[src/rtl/mem_arbiter_if.sv]
// Refill-port bundle between both caches, the arbiter and memory.
// slave is the arbiter's view, master is the environment's view.
interface mem_arbiter_if #(
    parameter int ADDR_W = 32,
    parameter int LINE_W = 128
);
    logic              ic_valid_req_i;
    logic [ADDR_W-1:0] ic_addr_i;
    logic              ic_ready_o;
    logic [LINE_W-1:0] ic_data_o;
    logic              dc_valid_req_i;
    logic              dc_we_i;
    logic [ADDR_W-1:0] dc_addr_i;
    logic [LINE_W-1:0] dc_wdata_i;
    logic              dc_ready_o;
    logic [LINE_W-1:0] dc_data_o;
    logic              mem_valid_req_o;
    logic              mem_we_o;
    logic [ADDR_W-1:0] mem_addr_o;
    logic [LINE_W-1:0] mem_wdata_o;
    logic              mem_ready_i;
    logic [LINE_W-1:0] mem_data_i;
    logic [1:0]        grant_o;
    logic              err_o;

    modport slave (
        input  ic_valid_req_i, ic_addr_i,
        input  dc_valid_req_i, dc_we_i, dc_addr_i, dc_wdata_i,
        input  mem_ready_i, mem_data_i,
        output ic_ready_o, ic_data_o, dc_ready_o, dc_data_o,
        output mem_valid_req_o, mem_we_o, mem_addr_o, mem_wdata_o,
        output grant_o, err_o
    );

    modport master (
        output ic_valid_req_i, ic_addr_i,
        output dc_valid_req_i, dc_we_i, dc_addr_i, dc_wdata_i,
        output mem_ready_i, mem_data_i,
        input  ic_ready_o, ic_data_o, dc_ready_o, dc_data_o,
        input  mem_valid_req_o, mem_we_o, mem_addr_o, mem_wdata_o,
        input  grant_o, err_o
    );
endinterface

[src/rtl/mem_arbiter.sv]
// Round-robin arbiter for the shared 128-bit refill port (Icache / Dcache).
// One memory transaction in flight; responses routed back to the owner.
module mem_arbiter #(
    parameter int ADDR_W  = 32,
    parameter int LINE_W  = 128,
    parameter int TIMEOUT = 255
) (
    input  logic          clk,
    input  logic          rst,
    mem_arbiter_if.slave  bus
);
    localparam int CNT_W = $clog2(TIMEOUT + 1);

    typedef enum logic {IDLE, WAIT_MEM} state_t;

    state_t            state_q, state_d;
    logic              ic_pend, dc_pend;
    logic [ADDR_W-1:0] ic_addr, dc_addr;
    logic              dc_we;
    logic [LINE_W-1:0] dc_wdata;
    logic              rr_dc;
    logic [CNT_W-1:0]  cnt;
    logic              gnt_ic, gnt_dc, done;

    logic              mem_v, mem_we, ic_rdy, dc_rdy, err;
    logic [ADDR_W-1:0] mem_addr;
    logic [LINE_W-1:0] mem_wdata, ic_data, dc_data;
    logic [1:0]        grant;

    assign bus.mem_valid_req_o = mem_v;
    assign bus.mem_we_o        = mem_we;
    assign bus.mem_addr_o      = mem_addr;
    assign bus.mem_wdata_o     = mem_wdata;
    assign bus.ic_ready_o      = ic_rdy;
    assign bus.ic_data_o       = ic_data;
    assign bus.dc_ready_o      = dc_rdy;
    assign bus.dc_data_o       = dc_data;
    assign bus.grant_o         = grant;
    assign bus.err_o           = err;

    always_comb begin
        state_d = state_q;
        gnt_ic  = 1'b0;
        gnt_dc  = 1'b0;
        done    = 1'b0;
        unique case (state_q)
            IDLE: begin
                if (ic_pend && (!dc_pend || rr_dc)) gnt_ic = 1'b1;
                else if (dc_pend)                   gnt_dc = 1'b1;
                if (gnt_ic || gnt_dc) state_d = WAIT_MEM;
            end
            WAIT_MEM: begin
                if (bus.mem_ready_i) begin
                    done    = 1'b1;
                    state_d = IDLE;
                end
            end
            default: state_d = IDLE;
        endcase
    end

    always_ff @(posedge clk) begin
        if (rst) state_q <= IDLE;
        else     state_q <= state_d;
    end

    // A new pulse beats the grant clearing the same flag; a pulse while still pending is dropped.
    always_ff @(posedge clk) begin
        if (rst) begin
            ic_pend  <= 1'b0;
            ic_addr  <= '0;
            dc_pend  <= 1'b0;
            dc_addr  <= '0;
            dc_we    <= 1'b0;
            dc_wdata <= '0;
        end else begin
            if (bus.ic_valid_req_i && (!ic_pend || gnt_ic)) begin
                ic_pend <= 1'b1;
                ic_addr <= {bus.ic_addr_i[ADDR_W-1:4], 4'b0};
            end else if (gnt_ic) begin
                ic_pend <= 1'b0;
            end
            if (bus.dc_valid_req_i && (!dc_pend || gnt_dc)) begin
                dc_pend  <= 1'b1;
                dc_addr  <= {bus.dc_addr_i[ADDR_W-1:4], 4'b0};
                dc_we    <= bus.dc_we_i;
                dc_wdata <= bus.dc_wdata_i;
            end else if (gnt_dc) begin
                dc_pend <= 1'b0;
            end
        end
    end

    always_ff @(posedge clk) begin
        if (rst) begin
            mem_v     <= 1'b0;
            mem_we    <= 1'b0;
            mem_addr  <= '0;
            mem_wdata <= '0;
            ic_rdy    <= 1'b0;
            ic_data   <= '0;
            dc_rdy    <= 1'b0;
            dc_data   <= '0;
            grant     <= 2'b00;
            err       <= 1'b0;
            rr_dc     <= 1'b1;
            cnt       <= '0;
        end else begin
            mem_v  <= gnt_ic || gnt_dc;
            ic_rdy <= 1'b0;
            dc_rdy <= 1'b0;
            if (gnt_ic) begin
                mem_we    <= 1'b0;
                mem_addr  <= ic_addr;
                mem_wdata <= '0;
                grant     <= 2'b01;
                cnt       <= '0;
            end
            if (gnt_dc) begin
                mem_we    <= dc_we;
                mem_addr  <= dc_addr;
                mem_wdata <= dc_wdata;
                grant     <= 2'b10;
                cnt       <= '0;
            end
            if (state_q == WAIT_MEM) begin
                if (done) begin
                    if (grant[0]) begin
                        ic_rdy  <= 1'b1;
                        ic_data <= bus.mem_data_i;
                    end
                    if (grant[1]) begin
                        dc_rdy <= 1'b1;
                        if (!mem_we) dc_data <= bus.mem_data_i;
                    end
                    rr_dc <= grant[1];
                    grant <= 2'b00;
                    cnt   <= '0;
                end else if (cnt == CNT_W'(TIMEOUT)) begin
                    err <= 1'b1;
                end else begin
                    cnt <= cnt + 1'b1;
                end
            end
        end
    end
endmodule
[src/flat_wrapper.sv]
// flat-port wrapper written by rule: the top's interface ports become plain ports
module mem_arbiter_flat 
#(
    parameter int ADDR_W  = 32,
    parameter int LINE_W  = 128,
    parameter int TIMEOUT = 255
)
  (clk, rst, bus_ic_valid_req_i, bus_ic_addr_i, bus_dc_valid_req_i, bus_dc_we_i, bus_dc_addr_i, bus_dc_wdata_i, bus_mem_ready_i, bus_mem_data_i, bus_ic_ready_o, bus_ic_data_o, bus_dc_ready_o, bus_dc_data_o, bus_mem_valid_req_o, bus_mem_we_o, bus_mem_addr_o, bus_mem_wdata_o, bus_grant_o, bus_err_o);
  mem_arbiter_if #(.ADDR_W(ADDR_W), .LINE_W(LINE_W)) bus_i ();
  input  logic clk;
  input  logic rst;
  input wire logic [$bits(bus_i.ic_valid_req_i)-1:0] bus_ic_valid_req_i;
  input wire logic [$bits(bus_i.ic_addr_i)-1:0] bus_ic_addr_i;
  input wire logic [$bits(bus_i.dc_valid_req_i)-1:0] bus_dc_valid_req_i;
  input wire logic [$bits(bus_i.dc_we_i)-1:0] bus_dc_we_i;
  input wire logic [$bits(bus_i.dc_addr_i)-1:0] bus_dc_addr_i;
  input wire logic [$bits(bus_i.dc_wdata_i)-1:0] bus_dc_wdata_i;
  input wire logic [$bits(bus_i.mem_ready_i)-1:0] bus_mem_ready_i;
  input wire logic [$bits(bus_i.mem_data_i)-1:0] bus_mem_data_i;
  output wire logic [$bits(bus_i.ic_ready_o)-1:0] bus_ic_ready_o;
  output wire logic [$bits(bus_i.ic_data_o)-1:0] bus_ic_data_o;
  output wire logic [$bits(bus_i.dc_ready_o)-1:0] bus_dc_ready_o;
  output wire logic [$bits(bus_i.dc_data_o)-1:0] bus_dc_data_o;
  output wire logic [$bits(bus_i.mem_valid_req_o)-1:0] bus_mem_valid_req_o;
  output wire logic [$bits(bus_i.mem_we_o)-1:0] bus_mem_we_o;
  output wire logic [$bits(bus_i.mem_addr_o)-1:0] bus_mem_addr_o;
  output wire logic [$bits(bus_i.mem_wdata_o)-1:0] bus_mem_wdata_o;
  output wire logic [$bits(bus_i.grant_o)-1:0] bus_grant_o;
  output wire logic [$bits(bus_i.err_o)-1:0] bus_err_o;
  assign bus_i.ic_valid_req_i = bus_ic_valid_req_i;
  assign bus_i.ic_addr_i = bus_ic_addr_i;
  assign bus_i.dc_valid_req_i = bus_dc_valid_req_i;
  assign bus_i.dc_we_i = bus_dc_we_i;
  assign bus_i.dc_addr_i = bus_dc_addr_i;
  assign bus_i.dc_wdata_i = bus_dc_wdata_i;
  assign bus_i.mem_ready_i = bus_mem_ready_i;
  assign bus_i.mem_data_i = bus_mem_data_i;
  assign bus_ic_ready_o = bus_i.ic_ready_o;
  assign bus_ic_data_o = bus_i.ic_data_o;
  assign bus_dc_ready_o = bus_i.dc_ready_o;
  assign bus_dc_data_o = bus_i.dc_data_o;
  assign bus_mem_valid_req_o = bus_i.mem_valid_req_o;
  assign bus_mem_we_o = bus_i.mem_we_o;
  assign bus_mem_addr_o = bus_i.mem_addr_o;
  assign bus_mem_wdata_o = bus_i.mem_wdata_o;
  assign bus_grant_o = bus_i.grant_o;
  assign bus_err_o = bus_i.err_o;
  mem_arbiter #(.ADDR_W(ADDR_W), .LINE_W(LINE_W), .TIMEOUT(TIMEOUT)) u_core (.clk(clk), .rst(rst), .bus(bus_i));
endmodule
[config.mk]
export PLATFORM = sky130hd
export DESIGN_NAME = mem_arbiter_flat
export DESIGN_NICKNAME = d
export VERILOG_FILES = /design/src/rtl/mem_arbiter_if.sv /design/src/rtl/mem_arbiter.sv /design/src/flat_wrapper.sv
export SDC_FILE = /design/constraint.sdc
export NUM_CORES = 1
export LEC_CHECK = 0
export CAP_MARGIN = 5
export CORE_AREA = 2 2 292 294
export CTS_CLUSTER_SIZE = 12
export DETAILED_ROUTE_END_ITERATION = 6
export DIE_AREA = 0 0 294 296
export HOLD_SLACK_MARGIN = 0.08
export SLEW_MARGIN = 25
export SYNTH_ARGS = -nofsm -noshare
export SYNTH_HDL_FRONTEND = slang
export SYNTH_SLANG_ARGS = --single-unit
[constraint.sdc]
create_clock -name clk -period 2.9 [get_ports clk]
set_input_delay 0.29 -clock clk [delete_from_list [all_inputs] [get_ports clk]]
set_output_delay 0.29 -clock clk [all_outputs]
set_load 0.1 [all_outputs]
==> results_dict.tcl, run 1 <==
set metrics [dict create \
    outcome "finished, final reports clean" \
    drive_gt1_frac 0.1860 \
    start_util 0.2726 \
    post_cts_buffers 0 \
    rsz0062_at_grt "no" \
    die_area_mm2 0.08702 \
    dp_hpwl_mm 58.45 \
    synthMuxAreaShare 0.06846 \
    io_buffer_count 736 \
    drt_wl_total_mm 83.85 \
    grt_pass1_wl_mm 121.9 \
    hp-class "primary input to flop" \
    fin_skew_ns 0.02633 \
    async_reset_ff_frac 0 \
    synth-edff-count 0 \
    hold_viol_final 0 \
    regToRegStartpoint "u_core.dc_pend" \
    fin_crit_sh 0.7710 \
    max_slew.worst_pin.slew_ns 0.9436 \
    synth_compound_area_frac 0.1366 \
    hp-start "rst" \
    die_h_um 296 \
    worstSetupPathType "flop to flop" \
    p_switching_mw 5.740 \
    cts_buffers 74 \
    whs_ns 0.1518 \
    worstSkewPairLatency_ns 0.62 \
    p_seq_frac 0.421 \
    setup_slack_ns 0.6640 \
    tritoncts "done" \
    pwr-share-clk 0.454 \
    viasPerCell 4.604 \
    synth_fa_ha_area_frac 0.0005451 \
    syn_area_per_cell_um2 8.887 \
    dieWidth_um 294 \
    syn_inst 2583 \
    coreArea_mm2 0.08421 \
    cp_max_fo 18 \
    leakagePower_nw 12.73 \
    synth_cell_types 45 \
    rows 107 \
    yosysSeqAreaShare 0.5372 \
    fmax_ghz 0.4472 \
    yosys-top-cells-area "dfxtp_1 (54%), nand2_1 (9.0%), nand2b_1 (8.6%)" \
    fin_nets 3563 \
    tns_ns 0 \
    wl_per_cell_um 19.11 \
    synth_top_family_by_area "simple AND/OR/NAND/NOR gates" \
    endpoint_kind "flop" \
    ant_nets 0 \
    dr.pass1.iters 5 \
    hold_buffers 0 \
    reg2reg_depth 5 \
    ir_drop_mv 0.4087 \
    hold_depth 2 \
    p_sw_frac 0.2708 \
    synth_top_area_cell "dfxtp_1" \
    drtIter0Drc 1236 \
    grt_antenna_before_repair 7 \
    grt-ovfl-total 0 \
    grt_use_total 0.1816 \
    boundaryPins 749 \
    synth-seq-cells 616 \
    arrival_ns 2.77 \
    htree_levels 3 \
    maxCapViolCount 0 \
    drv_slew 0 \
    start_kind "flop" \
    synthXorXnorAreaFrac 0.0003816 \
    clockRootBuffer "clkbuf_16" \
    combPwrFrac 0.125 \
    cts.sink_count 616 \
    synthToLayoutAreaGrowth_pct 43.74 \
    clockBufferDepth 3 \
    grt_max_degree 138 \
    synth_top_area_share 0.5372 \
    fill_cells 8472 \
    synthesis.area_mm2 0.02295 \
    vias 20200 \
    slew_headroom 0.3709 \
    grt_pass1_vias 19020 \
    place.gp.congestion 0.8085 \
    setup_viol 0 \
    clk_pin_slew_ns 0.06 \
    p_per_area_mw_per_mm2 642.5 \
    power.internal_mw 15.46 \
    synthSimpleGateAreaFrac 0.2111 \
    dpl_worst_slack_ns 0.6298 \
    period_minus_slack_ns 2.236 \
    cp.required_ns 3.43 \
    synthFlopType "dfxtp_1" \
    cts_resized 0 \
    worstSetupStartpoint "u_core.dc_pend" \
    ys_warn_count 0 \
    drc 0 \
]
final timing paths:
kind / slack (ns) / end
max: 0.66 / u_core.dc_addr[27]
min: 0.15 / u_core.bus.mem_wdata_o[112]
max reg2reg: 0.66 / u_core.dc_addr[27]
min reg2reg: 0.45 / u_core.bus.mem_addr_o[6]
kinds of logic after synthesis:
| logic type | count (synthesis) |
|---|---|
| adders and majority gates | 1 |
| DFF | 616 |
| and+or+nand+nor | 1055 |
| buffers and inverters | 223 |
| muxes | 157 |
| AOI/OAI and AO/OA | 529 |
| xor gates and xnor gates | 1 |
| other | 1 |
area by class of cell:
class / count / area (um2) / share of cell area
Timing Repair Buffer: 794 / 7072 / 0.2143
Inverter: 3 / 11.26 / 0.0003413
Clock buffer: 107 / 2187 / 0.06628
Tap cell: 1090 / 1364 / 0.04133
Sequential cell: 616 / 12330 / 0.3737
Antenna cell: 2 / 5.005 / 0.0001517
Multi-Input combinational cell: 1747 / 9643 / 0.2923
Clock inverter: 28 / 381.6 / 0.01157
flip-flops by register name, summed over array words and instances, names as in the netlist, 2 cells and up:
name and count:
u_core.cnt 8, u_core.ic_addr 28, u_core.bus.mem_addr_o 28, u_core.bus.mem_wdata_o 128
u_core.dc_wdata 128, u_core.bus.grant_o 2, u_core.bus.dc_data_o 128, u_core.dc_addr 28
u_core.bus.ic_data_o 128
synth_stat cells, drive strengths merged, types with 2 or more instances:
| cell | number |
|---|---|
| nor2 | 141 |
| o21ai | 34 |
| a21oi | 319 |
| nand2 | 550 |
| o221ai | 28 |
| dfxtp | 616 |
| a211oi | 3 |
| a221oi | 2 |
| inv | 3 |
| nor3b | 2 |
| buf | 93 |
| nand3 | 32 |
| o31ai | 2 |
| nand2b | 316 |
| a31oi | 2 |
| nor2b | 3 |
| a22oi | 129 |
| and3 | 2 |
| mux2i | 157 |
| clkbuf | 127 |
| or3 | 3 |
worst max-delay path, cell delays in order, from the launching register on:
cell and delay [ns]:
dfxtp_1 0.53, a21bo_2 0.31, nand2b_4 0.17, a21boi_4 0.45
buf_4 0.45, mux2i_1 0.23
power groups by stage:
stage                     combinational, mW  sequential (mW)  clock, mW
final                                  2.66             8.92       9.62
after global routing                   2.81             8.95       10.2
after CTS                              2.68             8.92       9.89
after detailed placement               2.67             9.10          0
after global placement                 2.67             9.10          0
after floorplan                       0.935             9.81          0
routing by layer:
metal | global-route usage | vias up | routed length (um)
li1 | - | 9919 | -
met1 | 0.2222 | 9491 | 34620
met3 | 0.06138 | 142 | 7274
met5 | 0 | - | 70
met2 | 0.2980 | 637 | 39550
met4 | 0.06197 | 10 | 2341
cells in the final DEF, fill, tap and decap left out, types with 32 or more instances in the layout:
master	n
a21oi_1	319
a22oi_1	129
buf_4	452
clkbuf_16	75
clkdlybuf4s50_1	316
dfxtp_1	616
mux2i_1	157
nand2_1	550
nand2b_1	315
nor2_1	139
o21ai_0	32
through the flow:
stage | cell area (um2) | cells | power [mW] | utilization
2_1_floorplan | 22970 | 2586 | 10.74 | -
3_3_place_gp | 30420 | 4250 | 11.77 | 0.3613
3_5_place_dp | 30420 | 4250 | 11.78 | 0.3613
4_1_cts | 32990 | 4385 | 21.49 | 0.3918
5_1_grt | 32990 | 4386 | 22.00 | 0.3918
6_report | 33000 | 4387 | 21.20 | 0.3918
Power figures use the tool's default switching activity.
==> run 2: changes to the inputs <==
Clock period 2.9 ns to 2.3 ns, I/O delays scaled along.
==> run 2 against run 1 <==
  * Die area is the same
  * Via count is essentially flat
  * Clock skew grew 0.0024 ns
  * Non-clock buffer count grew 20
  * Largest cell class unchanged
  * Clock power grew 25%
  * Critical endpoint is now u_core.bus.dc_data_o[127]
==> results_dict.tcl, run 2 (synthesized netlist as in run 1, its figures left out) <==
set metrics [dict create \
    outcome "finished, final reports clean" \
    die_h_um 296 \
    grt_max_degree 98 \
    rsz0062_at_grt "no" \
    hp-class "primary input to flop" \
    clockRootBuffer "clkbuf_16" \
    fin_crit_sh 0.8230 \
    hold_viol_final 0 \
    fmax_ghz 0.5283 \
    worstSkewPairLatency_ns 0.63 \
    rows 107 \
    synthToLayoutAreaGrowth_pct 44.30 \
    cp_max_fo 43 \
    final_cell_mix "dfxtp_1 (616), nand2_1 (550), buf_4 (468)" \
    grt-ovfl-total 0 \
    final_cell_area_mm2 0.03312 \
    layout.cells.most_common "dfxtp_1" \
    final_cells 4403 \
    setup_slack_ns 0.4071 \
    htree_levels 3 \
    max_slew.worst_pin.slew_ns 0.9654 \
    use_met2 0.2894 \
    cts.sink_count 616 \
    p_per_area_mw_per_mm2 805.3 \
    cpMaxStageDelayCell "dfxtp_1" \
    ant_nets 0 \
    setup_viol 0 \
    grt_pass1_wl_mm 122.3 \
    slowest_delay_ns 0.54 \
    cp.required_ns 2.84 \
    place_area_mm2 0.03060 \
    maxCapViolCount 0 \
    grt-busiest-layer "met2" \
    slew_headroom 0.3557 \
    grt_use_total 0.1821 \
    place_inst 4269 \
    die_area_mm2 0.08702 \
    grt_pass1_vias 19190 \
    leakagePower_nw 12.81 \
    place.gp.congestion 0.8304 \
    met1_usage 0.2250 \
    grt_antenna_before_repair 12 \
    drv_slew 0 \
    drt_wl_total_mm 83.44 \
    drc 0 \
    boundaryPins 749 \
    tritoncts "done" \
    start_kind "flop" \
    fin_skew_ns 0.02871 \
    tns_ns 0 \
    grt_use_met3 0.06670 \
    dr.pass1.iters 5 \
    fin_nets 3583 \
    ir_drop_mv 0.5653 \
    drtIter0Drc 1158 \
    arrival_ns 2.44 \
    worstSetupPathType "flop to flop" \
    clockBufferDepth 3 \
    wl_per_cell_um 18.95 \
    clk_pin_slew_ns 0.06 \
    vias 20190 \
    drive_gt1_frac 0.1889 \
    path_cells "nand2_1, nor3b_2, buf_12, buf_12, nand2_1, a21oi_1" \
    coreArea_mm2 0.08421 \
    endpoint_kind "flop" \
    dieWidth_um 294 \
    dp_hpwl_mm 59.03 \
    cts_buffers 74 \
    viasPerCell 4.585 \
    start_util 0.2726 \
    period_minus_slack_ns 1.893 \
    dpl_worst_slack_ns 0.2928 \
    io_buffer_count 736 \
]
[run 2: worst max-delay path: cells and delay by family, from the launching register on]
family | cells | cell delay (ns)
buf+inv | 2 | 0.52
flops | 1 | 0.54
compound gates | 1 | 0.12
simple gates | 3 | 0.54
[run 2: area by class of cell]
type | instances | area, um2
sequential | 616 | 12330
clock inverter | 31 | 450.4
timing repair buffer | 814 | 7262
multi-input combinational | 1747 | 9643
clock buffer | 98 | 2052
tap | 1090 | 1364
inverter | 3 | 11.26
antenna | 4 | 10.01
fill | 8446 | 51090
[run 2: worst paths after layout]
check,from,cells after the start,endpoint,slack [ns]
setup reg to reg,u_core.state_q,6,u_core.bus.dc_data_o[127],0.41
hold reg to reg,u_core.bus.ic_data_o[6],2,u_core.bus.ic_data_o[6],0.45
hold / removal,bus_dc_wdata_i[121],3,u_core.dc_wdata[121],0.17
setup / recovery,u_core.state_q,6,u_core.bus.dc_data_o[127],0.41
[run 2: what timing repair did]
item	CTS	global route
endpoints found under the hold margin	23	0
gates resized for setup	0	0
endpoints found under the setup margin	0	0
buffers inserted	0	0
hold buffers	1	0
[run 2: report_power, final]
group | internal (mW) | switching, mW
clock | 7.06 | 4.97
sequential | 11.0 | 0.213
combinational | 1.24 | 2.15
total | 19.3 | 7.34
[run 2: layer usage]
| layer | part of all wire | vias up |
|---|---|---|
| met3 | 0.091 | 149 |
| met1 | 0.41 | 9435 |
| met5 | 0.0014 | - |
| met4 | 0.032 | 16 |
| met2 | 0.46 | 641 |
| li1 | - | 9948 |
[run 2: per-stage QoR]
step	hold WS (ns)	power (mW)	utilization
after global placement	0.4398	14.88	0.3634
final	0.1715	26.68	0.3934
after floorplan	0.3474	13.54	-
after detailed placement	0.4470	14.89	0.3634
after global routing	0.1572	27.66	0.3933
after CTS	0.1218	27.04	0.3932
==> run 3: changes to the inputs <==
Clock period 2.3 ns to 1.6 ns, I/O delays scaled along.
==> run 3 against run 2 <==
  * The flow now finishes with violations (setup timing)
  * Sequential share of layout area fell by 6.5 points
  * Power is 46% higher
  * Clock skew shrank 0.0085 ns
  * Routed wire length grew 9.0%
  * Via count grew 4.2%
  * Clock power up 38%
  * Highest routed layer unchanged
  * Critical path depth grew 1
  * Cell count up 2.8%
  * Sequential power grew 46%
  * Count of clock-buffer cells in the layout grew 10
  * Global-route usage is 1.1 points higher
  * Critical path type unchanged
  * Critical endpoint is now u_core.dc_addr[9]
==> results_dict.tcl, run 3 (synthesized netlist as in run 1, its figures left out) <==
set metrics [dict create \
    final_util 0.4767 \
    r2r_slack_ns -0.09 \
    start_util 0.2726 \
    fmax_ghz 0.5924 \
    layout.cells.most_common "dfxtp_1" \
    ir_drop_mv 0.6736 \
    hp-class "primary input to flop" \
    cp_max_fo 8 \
    fin_skew_ns 0.02024 \
    dp_hpwl_mm 64.99 \
    die_h_um 296 \
    leakagePower_nw 14.80 \
    p_per_area_mw_per_mm2 969.3 \
    htree_levels 3 \
    worstSkewPairLatency_ns 0.61 \
    place_area_mm2 0.03676 \
    grt_antenna_before_repair 14 \
    fin_crit_sh 1.055 \
    regArea_mm2 0.01235 \
    clockRootBuffer "clkbuf_16" \
    viasPerCell 4.649 \
    rsz0062_at_grt "yes" \
    synthToLayoutAreaGrowth_pct 74.87 \
    grt_max_degree 62 \
    final_cell_mix "dfxtp_1 (609), nand2_1 (550), buf_12 (472)" \
    setup_viol 116 \
    start_kind "flop" \
    p_total_mw 38.91 \
    boundaryPins 749 \
    fin_nets 3706 \
    worstSetupPathType "flop to flop" \
    path_cells "a21bo_4, nand2b_4, a21boi_4, buf_12, buf_12, clkbuf_16, mux2i_1" \
    final_cell_area_mm2 0.04014 \
    multiInputGateArea_mm2 0.009741 \
    drtIter0Drc 1232 \
    dpl_worst_slack_ns -0.2172 \
    drive_gt1_frac 0.2201 \
    drc 0 \
    grt-ovfl-total 0 \
    dieWidth_um 294 \
    maxCapViolCount 0 \
    dr.pass1.iters 5 \
    drv_slew 0 \
    endpoint_kind "flop" \
    clockBufferDepth 3 \
    setup_slack_ns -0.08803 \
    slowest_delay_ns 0.33 \
    cpMostUsedCell "buf_12" \
    grt_pass1_wl_mm 128.5 \
    cpMaxStageDelayCell "dfxtp_2" \
    wl_per_cell_um 20.09 \
    whs_ns 0.1236 \
    cts_buffers 72 \
    outcome "finished, violations left" \
    place_inst 4350 \
    ant_nets 0 \
    rows 107 \
    hold_viol_final 0 \
    grt_pass1_vias 19990 \
    grt_use_total 0.1929 \
    cp_num_buf_inv 3 \
    final_cells 4526 \
    cp.required_ns 2.12 \
    tns_ns -3.690 \
    coreArea_mm2 0.08421 \
    arrival_ns 2.21 \
    die_area_mm2 0.08702 \
    place.gp.congestion 0.8638 \
    cts.sink_count 616 \
    io_buffer_count 736 \
    drt_wl_total_mm 90.94 \
    fill_cells 7676 \
    period_minus_slack_ns 1.688 \
    tritoncts "done" \
    clk_pin_slew_ns 0.06 \
    failed_checks "setup timing" \
    critical-path-top-delay-family "buffers and inverters" \
    vias 21040 \
]
## run 3: layout make-up
class | instances | share of cell area
Sequential cell | 616 | 0.3076
Timing Repair Buffer | 939 | 0.3558
Clock buffer | 108 | 0.05352
Inverter | 3 | 0.0002805
Clock inverter | 18 | 0.005798
Tap cell | 1090 | 0.03398
Multi-Input combinational cell | 1747 | 0.2427
Antenna cell | 5 | 0.0003117
## run 3: routing by layer
layer	routed length [um]	GRT usage
met1	37460	0.2364
met2	43780	0.3170
met3	7308	0.06783
met4	2293	0.05936
met5	94	0
## run 3: timing repair
item | 4_1_cts | 5_1_grt
hold buffers | 12 | 0
setup buffers | 5 | 9
endpoints found under the hold margin | 15 | 0
setup endpoints to repair | 234 | 348
gates resized for setup | 11 | 42
pin swaps | 3 | 27
gates cloned | 3 | 18
## run 3: worst paths after layout
check                                        start                   to  cells past startpoint
worst min register to register  u_core.dc_addr[14]   u_core.dc_addr[14]                      2
worst max-delay path                u_core.ic_pend    u_core.dc_addr[9]                      7
worst min-delay path            bus_dc_wdata_i[67]  u_core.dc_wdata[67]                      3
worst max register to register      u_core.ic_pend    u_core.dc_addr[9]                      7
## run 3: worst min-delay path: stages
cell,delay [ns]
clkdlybuf4s50_1,0.40
nand2b_1,0.06
mux2i_1,0.06
## run 3: where the power goes
part	leakage, nW	total (mW)	internal [mW]	switching, mW
combinational	8.63	6.07	2.75	3.32
clock	1.17	16.6	9.81	6.76
sequential	5.01	16.3	15.9	0.406
